**src/rtl/mem_pkg.sv**
```systemverilog
// Shared types for the fetch/data memory arbiter.
package mem_pkg;

  typedef enum logic [1:0] {
    IDLE = 2'd0,
    WAIT = 2'd1,
    DONE = 2'd2
  } state_t;

  typedef enum logic {
    SEL_IF = 1'b0,
    SEL_D  = 1'b1
  } sel_t;

  // Wide enough for latency counts up to 4 and burst counts up to 15.
  localparam int LAT_W   = 3;
  localparam int BURST_W = 4;

endpackage

```
**src/rtl/mem_arbiter_arb_prio.sv**
```systemverilog
// Data-over-fetch priority with a burst counter that forces a fetch grant
// after MAX_DBURST back-to-back data grants while fetch is waiting.
module arb_prio import mem_pkg::*; #(
  parameter int MAX_DBURST = 4
) (
  input  logic clk,
  input  logic reset,
  input  logic en,
  input  logic if_req,
  input  logic d_req,
  output logic gnt_if,
  output logic gnt_d
);

  logic [BURST_W-1:0] burst_cnt;
  logic               fetch_turn;

  assign fetch_turn = if_req && (burst_cnt == BURST_W'(MAX_DBURST));
  assign gnt_d      = en && d_req && !fetch_turn;
  assign gnt_if     = en && if_req && !gnt_d;

  always_ff @(posedge clk) begin
    if (reset) begin
      burst_cnt <= '0;
    end else if (gnt_if) begin
      burst_cnt <= '0;
    end else if (en && !if_req) begin
      burst_cnt <= '0;
    end else if (gnt_d && if_req && (burst_cnt != BURST_W'(MAX_DBURST))) begin
      burst_cnt <= burst_cnt + 1'b1;
    end
  end

endmodule

```
**src/rtl/mem_arbiter.sv**
```systemverilog
// Shares one single-ported memory between instruction fetch and load/store,
// one access outstanding at a time.
//
// state | meaning
// IDLE  | memory free; grant issued combinationally with the mem_en strobe
// WAIT  | access outstanding, counting MEM_LAT cycles
// DONE  | winner's valid pulses, read data visible
module mem_arbiter import mem_pkg::*; #(
  parameter int MEM_LAT    = 1,
  parameter int MAX_DBURST = 4
) (
  input  logic        clk,
  input  logic        reset,
  input  logic        if_req,
  input  logic [31:0] if_addr,
  output logic        if_ready,
  output logic        if_valid,
  output logic [31:0] if_rdata,
  input  logic        d_req,
  input  logic        d_we,
  input  logic [31:0] d_addr,
  input  logic [31:0] d_wdata,
  output logic        d_ready,
  output logic        d_valid,
  output logic [31:0] d_rdata,
  output logic        mem_en,
  output logic        mem_we,
  output logic [31:0] mem_addr,
  output logic [31:0] mem_wdata,
  input  logic [31:0] mem_rdata,
  output logic        stall
);

  state_t           state;
  logic [LAT_W-1:0] lat_cnt;
  sel_t             sel_q;
  logic             we_q;
  logic [31:0]      addr_q;
  logic [31:0]      wdata_q;
  logic             arb_en;
  logic             gnt_if;
  logic             gnt_d;

  assign arb_en = (state == IDLE) && !reset;

  arb_prio #(.MAX_DBURST(MAX_DBURST)) u_arb_prio (
    .clk    (clk),
    .reset  (reset),
    .en     (arb_en),
    .if_req (if_req),
    .d_req  (d_req),
    .gnt_if (gnt_if),
    .gnt_d  (gnt_d)
  );

  // Bus is driven straight from the winner on the grant cycle, then from the held copy.
  assign if_ready  = gnt_if;
  assign d_ready   = gnt_d;
  assign mem_en    = gnt_if || gnt_d;
  assign mem_we    = gnt_d && d_we;
  assign mem_addr  = gnt_d ? d_addr : (gnt_if ? if_addr : addr_q);
  assign mem_wdata = mem_en ? d_wdata : wdata_q;

  assign stall = !reset && ((if_req && !if_valid) || (d_req && !d_valid));

  always_ff @(posedge clk) begin
    if (reset) begin
      state    <= IDLE;
      lat_cnt  <= '0;
      sel_q    <= SEL_IF;
      we_q     <= 1'b0;
      addr_q   <= '0;
      wdata_q  <= '0;
      if_valid <= 1'b0;
      d_valid  <= 1'b0;
      if_rdata <= '0;
      d_rdata  <= '0;
    end else begin
      if_valid <= 1'b0;
      d_valid  <= 1'b0;
      case (state)
        IDLE: begin
          if (gnt_if || gnt_d) begin
            state   <= WAIT;
            lat_cnt <= '0;
            sel_q   <= gnt_d ? SEL_D : SEL_IF;
            we_q    <= gnt_d && d_we;
            addr_q  <= gnt_d ? d_addr : if_addr;
            wdata_q <= d_wdata;
          end
        end
        WAIT: begin
          // mem_rdata is valid in the last WAIT cycle; capture so it lines up with valid.
          if (lat_cnt == LAT_W'(MEM_LAT - 1)) begin
            state <= DONE;
            if (sel_q == SEL_D) begin
              d_valid <= 1'b1;
              if (!we_q) d_rdata <= mem_rdata;
            end else begin
              if_valid <= 1'b1;
              if_rdata <= mem_rdata;
            end
          end else begin
            lat_cnt <= lat_cnt + 1'b1;
          end
        end
        DONE:    state <= IDLE;
        default: state <= IDLE;
      endcase
    end
  end

endmodule
```
**config.mk**
```make
export PLATFORM = sky130hd
export DESIGN_NAME = mem_arbiter
export DESIGN_NICKNAME = d
export VERILOG_FILES = /design/src/rtl/mem_pkg.sv /design/src/rtl/mem_arbiter_arb_prio.sv /design/src/rtl/mem_arbiter.sv
export SDC_FILE = /design/constraint.sdc
export NUM_CORES = 1
export LEC_CHECK = 0
export ABC_AREA = 1
export CORE_MARGIN = 4
export CORE_UTILIZATION = 44
export CTS_CLUSTER_DIAMETER = 150
export DETAILED_ROUTE_END_ITERATION = 10
export HOLD_SLACK_MARGIN = 0.06
export PLACE_DENSITY = 0.81
export SLEW_MARGIN = 25
export SYNTH_ARGS = -nofsm -noshare
export SYNTH_HDL_FRONTEND = slang
export SYNTH_SLANG_ARGS = --single-unit
```
**constraint.sdc**
```tcl
create_clock -name clk -period 2.3 [get_ports clk]
set_clock_uncertainty 0.15 [all_clocks]
set_input_delay 0.345 -clock clk [delete_from_list [all_inputs] [get_ports clk]]
set_output_delay 0.345 -clock clk [all_outputs]
set_load 0.05 [all_outputs]
```
Word-level counts from Yosys, hierarchy flattened

Cells that the tools add are included.

Bits in registers: 141
Output and inout bits: 135

$add $sub $neg: 2
Eq/ne operators: 6
Muxes and demuxes: 13
Bitwise operators: 4
Reductions and logical operators: 31

Operators with widths:

| operator                                                                 | number |
|---|---|
| 32-bit two-way mux                                                       | 4 |
| 1-bit logical AND                                                        | 13 |
| 1-bit logical NOT                                                        | 6 |
| 3-bit two-way mux                                                        | 2 |
| 2-bit inequality test (second input constant)                            | 3 |
| 3-bit one-hot mux with 2 select lines                                    | 1 |
| 3-bit AND reduction                                                      | 2 |
| 3-bit OR reduction                                                       | 2 |
| 4-bit by 1-bit adder with 4-bit output (second input constant)           | 1 |
| 4-bit by 3-bit equality test with 1-bit output (second input constant)   | 1 |
| 2-bit two-way mux                                                        | 2 |
| 4-bit by 3-bit inequality test with 1-bit output (second input constant) | 1 |
| 1-bit inverter                                                           | 4 |
| 2-bit one-hot mux with 2 select lines                                    | 1 |
| 2-bit AND reduction                                                      | 2 |
| 4-bit AND reduction                                                      | 1 |
| 3-bit by 1-bit adder with 3-bit output (second input constant)           | 1 |
| 3-bit logical NOT                                                        | 1 |
| 1-bit two-way mux                                                        | 3 |
| 2-bit by 1-bit equality test with 1-bit output (second input constant)   | 1 |
| 2-bit logical NOT                                                        | 1 |
| 1-bit logical OR                                                         | 2 |
| 2-bit nonzero test                                                       | 1 |

Depth between registers and ports, before layout

Gate-level depths: netlist (run 1).

Depth in word-level cells: 9
Depth in mapped cells: 10

By module

A second synthesis (run 1) with hierarchy kept.

Cell total of the unflattened synthesis: 1017
Area total of the unflattened synthesis: 6668.9 µm²

By module, submodules not included:

| module      | instances | cells an instance | area an instance (µm²) | sequential area each (µm²) |
|---|---|---|---|---|
| mem_arbiter | 1         | 965               | 6346.1                 | 2742.6 |
| arb_prio    | 1         | 52                | 322.8                  | 80.1 |

Worst setup path after synthesis (run 1)

OpenSTA, ideal clock, no wires.

Path type: flip-flop to output port
Start point: reg u_arb_prio.burst_cnt[0]
End point: out mem_addr[22]
Data arrival time: 1.869 ns
Data required time: 1.805 ns
Slack: -0.064 ns
Stages on the path, launching flop included: 9
Buffers on the path: 2
Cells stage by stage: dfxtp_1 inv_1 ha_1 nand4_2 buf_6 nand2_4 nand3_4 buf_2 o21bai_1

Longest elaborated chain between the ends: 8

Ends and longest elaborated chain:

| what                                             | line                       | text |
|---|---|---|
| start: declaration                               | mem_arbiter_arb_prio.sv:15 | `logic [BURST_W-1:0] burst_cnt;` |
| start signal: assignment                         | mem_arbiter_arb_prio.sv:30 | `burst_cnt <= burst_cnt + 1'b1;` |
| 4-bit by 3-bit equality test with 1-bit output * | mem_arbiter_arb_prio.sv:18 | `assign fetch_turn = if_req && (burst_cnt == BURST_W'(MAX_DBURST));` |
| 1-bit logical AND *                              | mem_arbiter_arb_prio.sv:18 |  |
| 1-bit logical NOT *                              | mem_arbiter_arb_prio.sv:19 | `assign gnt_d = en && d_req && !fetch_turn;` |
| 1-bit logical AND *                              | mem_arbiter_arb_prio.sv:19 |  |
| 1-bit logical NOT                                | mem_arbiter_arb_prio.sv:20 | `assign gnt_if = en && if_req && !gnt_d;` |
| 1-bit logical AND                                | mem_arbiter_arb_prio.sv:20 |  |
| 32-bit two-way mux                               | mem_arbiter.sv:61          | `assign mem_addr = gnt_d ? d_addr : (gnt_if ? if_addr : addr_q);` |
| 32-bit two-way mux *                             | mem_arbiter.sv:61          |  |
| end: declaration                                 | mem_arbiter.sv:28          | `output logic [31:0] mem_addr,` |

Every way passes the cells marked *; elsewhere a longest branch is shown, timed or not.

Final worst setup path (run 1)

Start point: reg u_arb_prio.burst_cnt[1]
End point: out mem_addr[14]

The elaborated chain is that of the path after synthesis.

==> impl_metrics.toml, run 1 <==
[run_status]
status = "finished with violations"
violations = "negative setup slack"

[global_routing]
antenna_found_initial = 0
grt_pass1_wl_um = 44100
overflow = 0
grt_pass1_vias = 8677
grt_max_degree = 69
grt_usage_pct = 33.2

[placed_design]
finalWeightedCongestion = 0.797
place_ws_ns = -0.194
dp_cells = 1423
hpwl_um = 16000
place_area_mm2 = 0.0106
port_buffers = 267

[timing]
grt_setup_unrepaired = "yes"
timing.final.crit_share_pct = 109
fin_ws_ns = -0.208
worst_slew_pin_slew_ns = 0.679
fin_setup_tns_ns = -7.51
setup_viol = 68
relSlewSlack_pct = 54.7
min_period_ns = 2.51
fmax_mhz = 399
slew_violations = 0
hold_viol_final = 0

[clock_network]
cts_max_level = 4
cts_sinks = 141
cts_tree = "done"
numCtsBuffers = 17
cts_hold_buffers = 0
root_buffer = "clkbuf_16"
worstSkewPairLatency_ns = 0.42
clk_pin_slew_ns = 0.06
clk_path_buf_depth = 2

[layout]
final_layout_size_suffix_gt1_share_pct = 33.9
final_cells = 1510
n_antenna_cell = 0
area_delta_synth_final_pct = 95.2
final_common_cell = "nor2_1"
nNetsFinal = 1451
final_area_mm2 = 0.0129
final_cell_mix = "nor2_1 (202), clkdlybuf4s50_1 (195), dfxtp_1 (136)"

[pwr]
swShare_pct = 34.1
irDropWorstVdd_mv = 0.634
p_leak_nw = 5.68
seqPwrFrac_pct = 29.5
p_total_mw = 9.08
p_int_mw = 5.99
power_frac_comb_pct = 39.1
pwr_density_cell_mw_per_mm2 = 702
clock_power_share_pct = 31.4
power_switching_mw = 3.10

[critical_path]
worst_ep_required_time_ns = 1.80
rr_worst_depth = 15
cp-end-kind = "output port"
regToRegEndpoint = "addr_q[27]"
worstPathMaxFanout = 6
worstSetupStartpoint = "u_arb_prio.burst_cnt[1]"
path_class = "reg2out"
r2r_slack_ns = -0.02
critPathLaunchType = "flop"
cp_data_arrival_time_ns = 2.01
r2r_start = "u_arb_prio.burst_cnt[1]"

[flow_run]
drv_cap = 0

[route]
highest_layer = "met4"
wl_per_cell_um = 22.1
wl_met2_um = 16300
drt-total-wl_um = 33400
ant_nets = 0
drc = 0
drt-met1-wl_um = 10900
met3WireLength_um = 3900
vias = 8496
viasPerCell = 5.63
detailedRoute.firstPassIterationCount = 7
drt_iter0_drc = 926

[floorplanning]
initial_utilization_pct = 45.3
die_height_um = 131
die_area_mm2 = 0.0171
ios = 268
core_area_mm2 = 0.0146
dieWidth_um = 131
num_rows = 44

[synthesis]
netlist_top_cells_area = "dfxtp_1 (43%), nor2_1 (11%), nand2_1 (8.7%), inv_1 (6.9%), o21ai_0 (5.6%)"
synth-seq-cells = 141
ys_types = 31
synth_top_area_share_pct = 42.6
ys_seq_area_share_pct = 42.6
avgSynthCellArea_um2 = 7.04
synth_area_mm2 = 0.00663
synth_cells = 942
yosysWarnings = 0
yosys.area.top_type = "dfxtp_1"
synth.net_count = 1079

[min_path]
worstHoldPathType = "in2reg"
whs_endpoint = "wdata_q[23]"
hold_path.startpoint = "reset"
holdPathStages = 3
[state kept, by name, indices dropped and copies added (netlist names)]
signal	flops
lat_cnt	3
addr_q	32
state	2
d_rdata	32
wdata_q	32
u_arb_prio.burst_cnt	4
sel_q	1
if_rdata	32
if_valid	1
we_q	1
d_valid	1
[how the worst max path moves through the flow]
| stage | endpoint | slack, ns |
|---|---|---|
| 2_1_floorplan | mem_addr[22] | -0.06 |
| 3_3_place_gp | mem_wdata[0] | -0.16 |
| 3_5_place_dp | mem_wdata[18] | -0.19 |
| 4_1_cts | mem_addr[13] | -0.1 |
| 5_1_grt | mem_addr[30] | -0.24 |
| 6_report | mem_addr[14] | -0.21 |
[synth_stat cells (all sizes together)]
| master | instances |
|---|---|
| nor2 | 211 |
| nand2 | 157 |
| dfxtp | 141 |
| inv | 125 |
| o21ai | 98 |
| nand3 | 70 |
| buf | 42 |
| a21oi | 37 |
| o21bai | 32 |
| clkbuf | 17 |
| nand4 | 5 |
| ha | 4 |
| nor3 | 1 |
| o22ai | 1 |
| xnor2 | 1 |
[power by group through the flow]
| stage | combinational, mW | clock [mW] | sequential, mW |
|---|---|---|---|
| floorplan | 1.21 | 0 | 2.90 |
| global placement | 2.74 | 0 | 2.71 |
| detailed placement | 2.78 | 0 | 2.71 |
| CTS | 3.30 | 2.85 | 2.66 |
| global route | 3.67 | 2.97 | 2.69 |
| finish | 3.55 | 2.86 | 2.68 |
[metal layers]
layer,track usage (%),vias up
met1,34.0,3928
met2,59.3,682
li1,-,3670
met4,17.7,0
met5,0,-
met3,11.4,216
[kinds of logic after synthesis]
group / after synthesis / share of synthesized area [%]
compound gates: 168 / 14.1
flops: 141 / 42.6
fa+ha+maj: 4 / 0.755
simple gates: 444 / 29.4
xor+xnor: 1 / 0.132
buf+inv: 184 / 13.1
[cell type report]
class	instances	area, µm²
Multi-Input combinational cell	617	3920
Fill cell	591	1700
Clock buffer	21	470
Tap cell	184	230
Clock inverter	10	139
Inverter	125	477
Timing Repair Buffer	412	4870
Sequential cell	141	2830
[worst max-delay path, stage by stage (launching register included)]
cell and delay [ns]:
dfxtp_2 0.33, inv_2 0.08, ha_4 0.15, nand4_4 0.11, buf_8 0.19, clkbuf_16 0.17, nand3_2 0.08, nand2_2 0.12
o21bai_4 0.21, buf_12 0.15
[timing repair]
item	in CTS	in global routing
gates cloned	11	1
gates resized for setup	233	63
setup buffers	36	11
endpoints found under the setup margin	68	69
pin swaps	23	21
[through the flow]
step | utilization, % | hold WS [ns]
finish | 88.4 | 0.298
floorplan | - | 0.286
CTS | 85.7 | 0.276
detailed placement | 72.1 | 0.302
global placement | 72.1 | 0.297
global route | 88.4 | 0.300
Note: power is estimated with default switching activity, not from simulation.
==> inputs of run 2 (changes only) <==
- PLACE_DENSITY: 0.81 -> 0.9
==> impl_metrics.toml, run 2 (synthesis results as in run 1) <==
[critical_path]
critPathMaxStageDelay_ns = 0.37
crit_top_cell = "buf_12"
cp-end-kind = "output port"
worst_ep_required_time_ns = 1.80
cp_data_arrival_time_ns = 2.25
worstPathMaxFanout = 15
critPathLaunchType = "flop"
crit_family = "simple AND/OR/NAND/NOR gates"
critPathBufInv = 4
crit_slowest_cell = "dfxtp_4"
path_class = "reg2out"
worstPathCellList = "inv_2, nand2_2, nor2_4, o21ai_4, buf_12, buf_12, nand2_1, nand2_1, o21bai_4, buf_12"

[layout]
nFillCells = 620
final_cell_mix = "nor2_1 (203), clkdlybuf4s50_1 (195), dfxtp_1 (137)"
multi_input_area_mm2 = 0.00380
n_antenna_cell = 0
final_layout_size_suffix_gt1_share_pct = 32.1
final_common_cell = "nor2_1"
nNetsFinal = 1429
seq_area_mm2 = 0.00283
final_util_pct = 85.7
area_delta_synth_final_pct = 89.2

[timing]
setup_viol = 69
fin_ws_ns = -0.445
slew_violations = 0
fin_setup_tns_ns = -11.89
grt_setup_unrepaired = "yes"
min_period_ns = 2.75
timing.final.crit_share_pct = 119
worst_slew_pin_slew_ns = 0.666
relSlewSlack_pct = 55.5
fmax_mhz = 364
hold_viol_final = 0

[clock_network]
root_buffer = "clkbuf_16"
numCtsBuffers = 17
cts_hold_buffers = 0
cts_max_level = 4
worstSkewPairLatency_ns = 0.43
cts_sinks = 141
clk_pin_slew_ns = 0.06
cts_tree = "done"
clk_path_buf_depth = 2

[placed_design]
finalWeightedCongestion = 0.867
port_buffers = 267
place_ws_ns = -0.237
hpwl_um = 16800

[floorplanning]
die_height_um = 131
ios = 268
core_area_mm2 = 0.0146
dieWidth_um = 131
num_rows = 44
initial_utilization_pct = 45.3
die_area_mm2 = 0.0171

[global_routing]
globalRouteMet3Util_pct = 11.9
grt_pass1_wl_um = 46200
antenna_found_initial = 5
busiest_layer = "met2"
grt_usage_pct = 35.0
met1_usage_pct = 36.2
gr-usage-met2_pct = 59.3
overflow = 0
grt_pass1_vias = 8641
grt_max_degree = 59

[run_status]
violations = "design-rule violations, negative setup slack"
status = "finished with violations"

[route]
ant_nets = 0
vias = 8934
drt-total-wl_um = 37300
wl_per_cell_um = 25.0
detailedRoute.firstPassIterationCount = 11
drc = 13
drt_iter0_drc = 1108
viasPerCell = 6.00

[pwr]
swShare_pct = 35.8
irDropWorstVdd_mv = 0.500
p_total_mw = 9.17
seqPwrFrac_pct = 29.4
p_leak_nw = 5.49
power_switching_mw = 3.28
p_int_mw = 5.89
pwr_density_cell_mw_per_mm2 = 731
power_frac_comb_pct = 38.3
clock_power_share_pct = 32.3

[flow_run]
drv_cap = 0

[min_path]
worstHoldPathType = "in2reg"
[run 2: metal layers]
layer | vias to the layer above | part of all wire [%]
li1 | 3631 | -
met1 | 4090 | 31
met2 | 869 | 44
met3 | 334 | 15
met4 | 10 | 9.1
met5 | - | 0.27
[run 2: metrics by stage]
step / instance area (µm²) / std cells / hold WS (ns)
detailed placement: 10500 / 1418 / 0.303
global route: 12500 / 1489 / 0.275
global placement: 10500 / 1418 / 0.297
CTS: 12100 / 1475 / 0.262
finish: 12500 / 1489 / 0.267
floorplan: 6630 / 942 / 0.286
[run 2: final timing paths]
| check | startpoint | cells after the start | endpoint | slack (ns) |
|---|---|---|---|---|
| max | state[1] | 10 | mem_addr[7] | -0.45 |
| min | reset | 3 | wdata_q[30] | 0.27 |
| max reg2reg | u_arb_prio.burst_cnt[2] | 14 | addr_q[30] | -0.26 |
| min reg2reg | d_rdata[19] | 2 | d_rdata[19] | 0.31 |
[run 2: power groups by stage]
stage / clock, mW / sequential, mW / combinational (mW)
after CTS: 2.90 / 2.66 / 3.12
final: 2.96 / 2.69 / 3.51
after global routing: 3.07 / 2.70 / 3.61
after detailed placement: 0 / 2.72 / 2.77
after global placement: 0 / 2.71 / 2.72
after floorplan: 0 / 2.90 / 1.21
[run 2: final cells by class]
type                       instances  area share (%)
clock buffer                      18            3.50
clock inverter                    14            1.44
timing repair buffer             390            36.5
multi-input combinational        617            30.3
inverter                         125            3.80
tap                              184            1.84
sequential                       141            22.6
[run 2: worst register-to-register path, cell delays in order, from the launching register on]
cell and delay [ns]:
dfxtp_1 0.50, nand4_4 0.22, buf_6 0.21, buf_12 0.16, nand3_2 0.08, nand2_1 0.11
buf_4 0.15, buf_4 0.12, buf_4 0.12, buf_4 0.12, buf_4 0.13, buf_4 0.13
buf_4 0.12, nor2_1 0.07, nor2_1 0.06
[run 2: timing repair]
item | in CTS | in global routing
buffers inserted | 22 | 13
endpoints found under the setup margin | 67 | 68
cloned | 3 | 3
endpoints found under the hold margin | 0 | 0
pin swaps | 10 | 7
resized for setup | 192 | 79
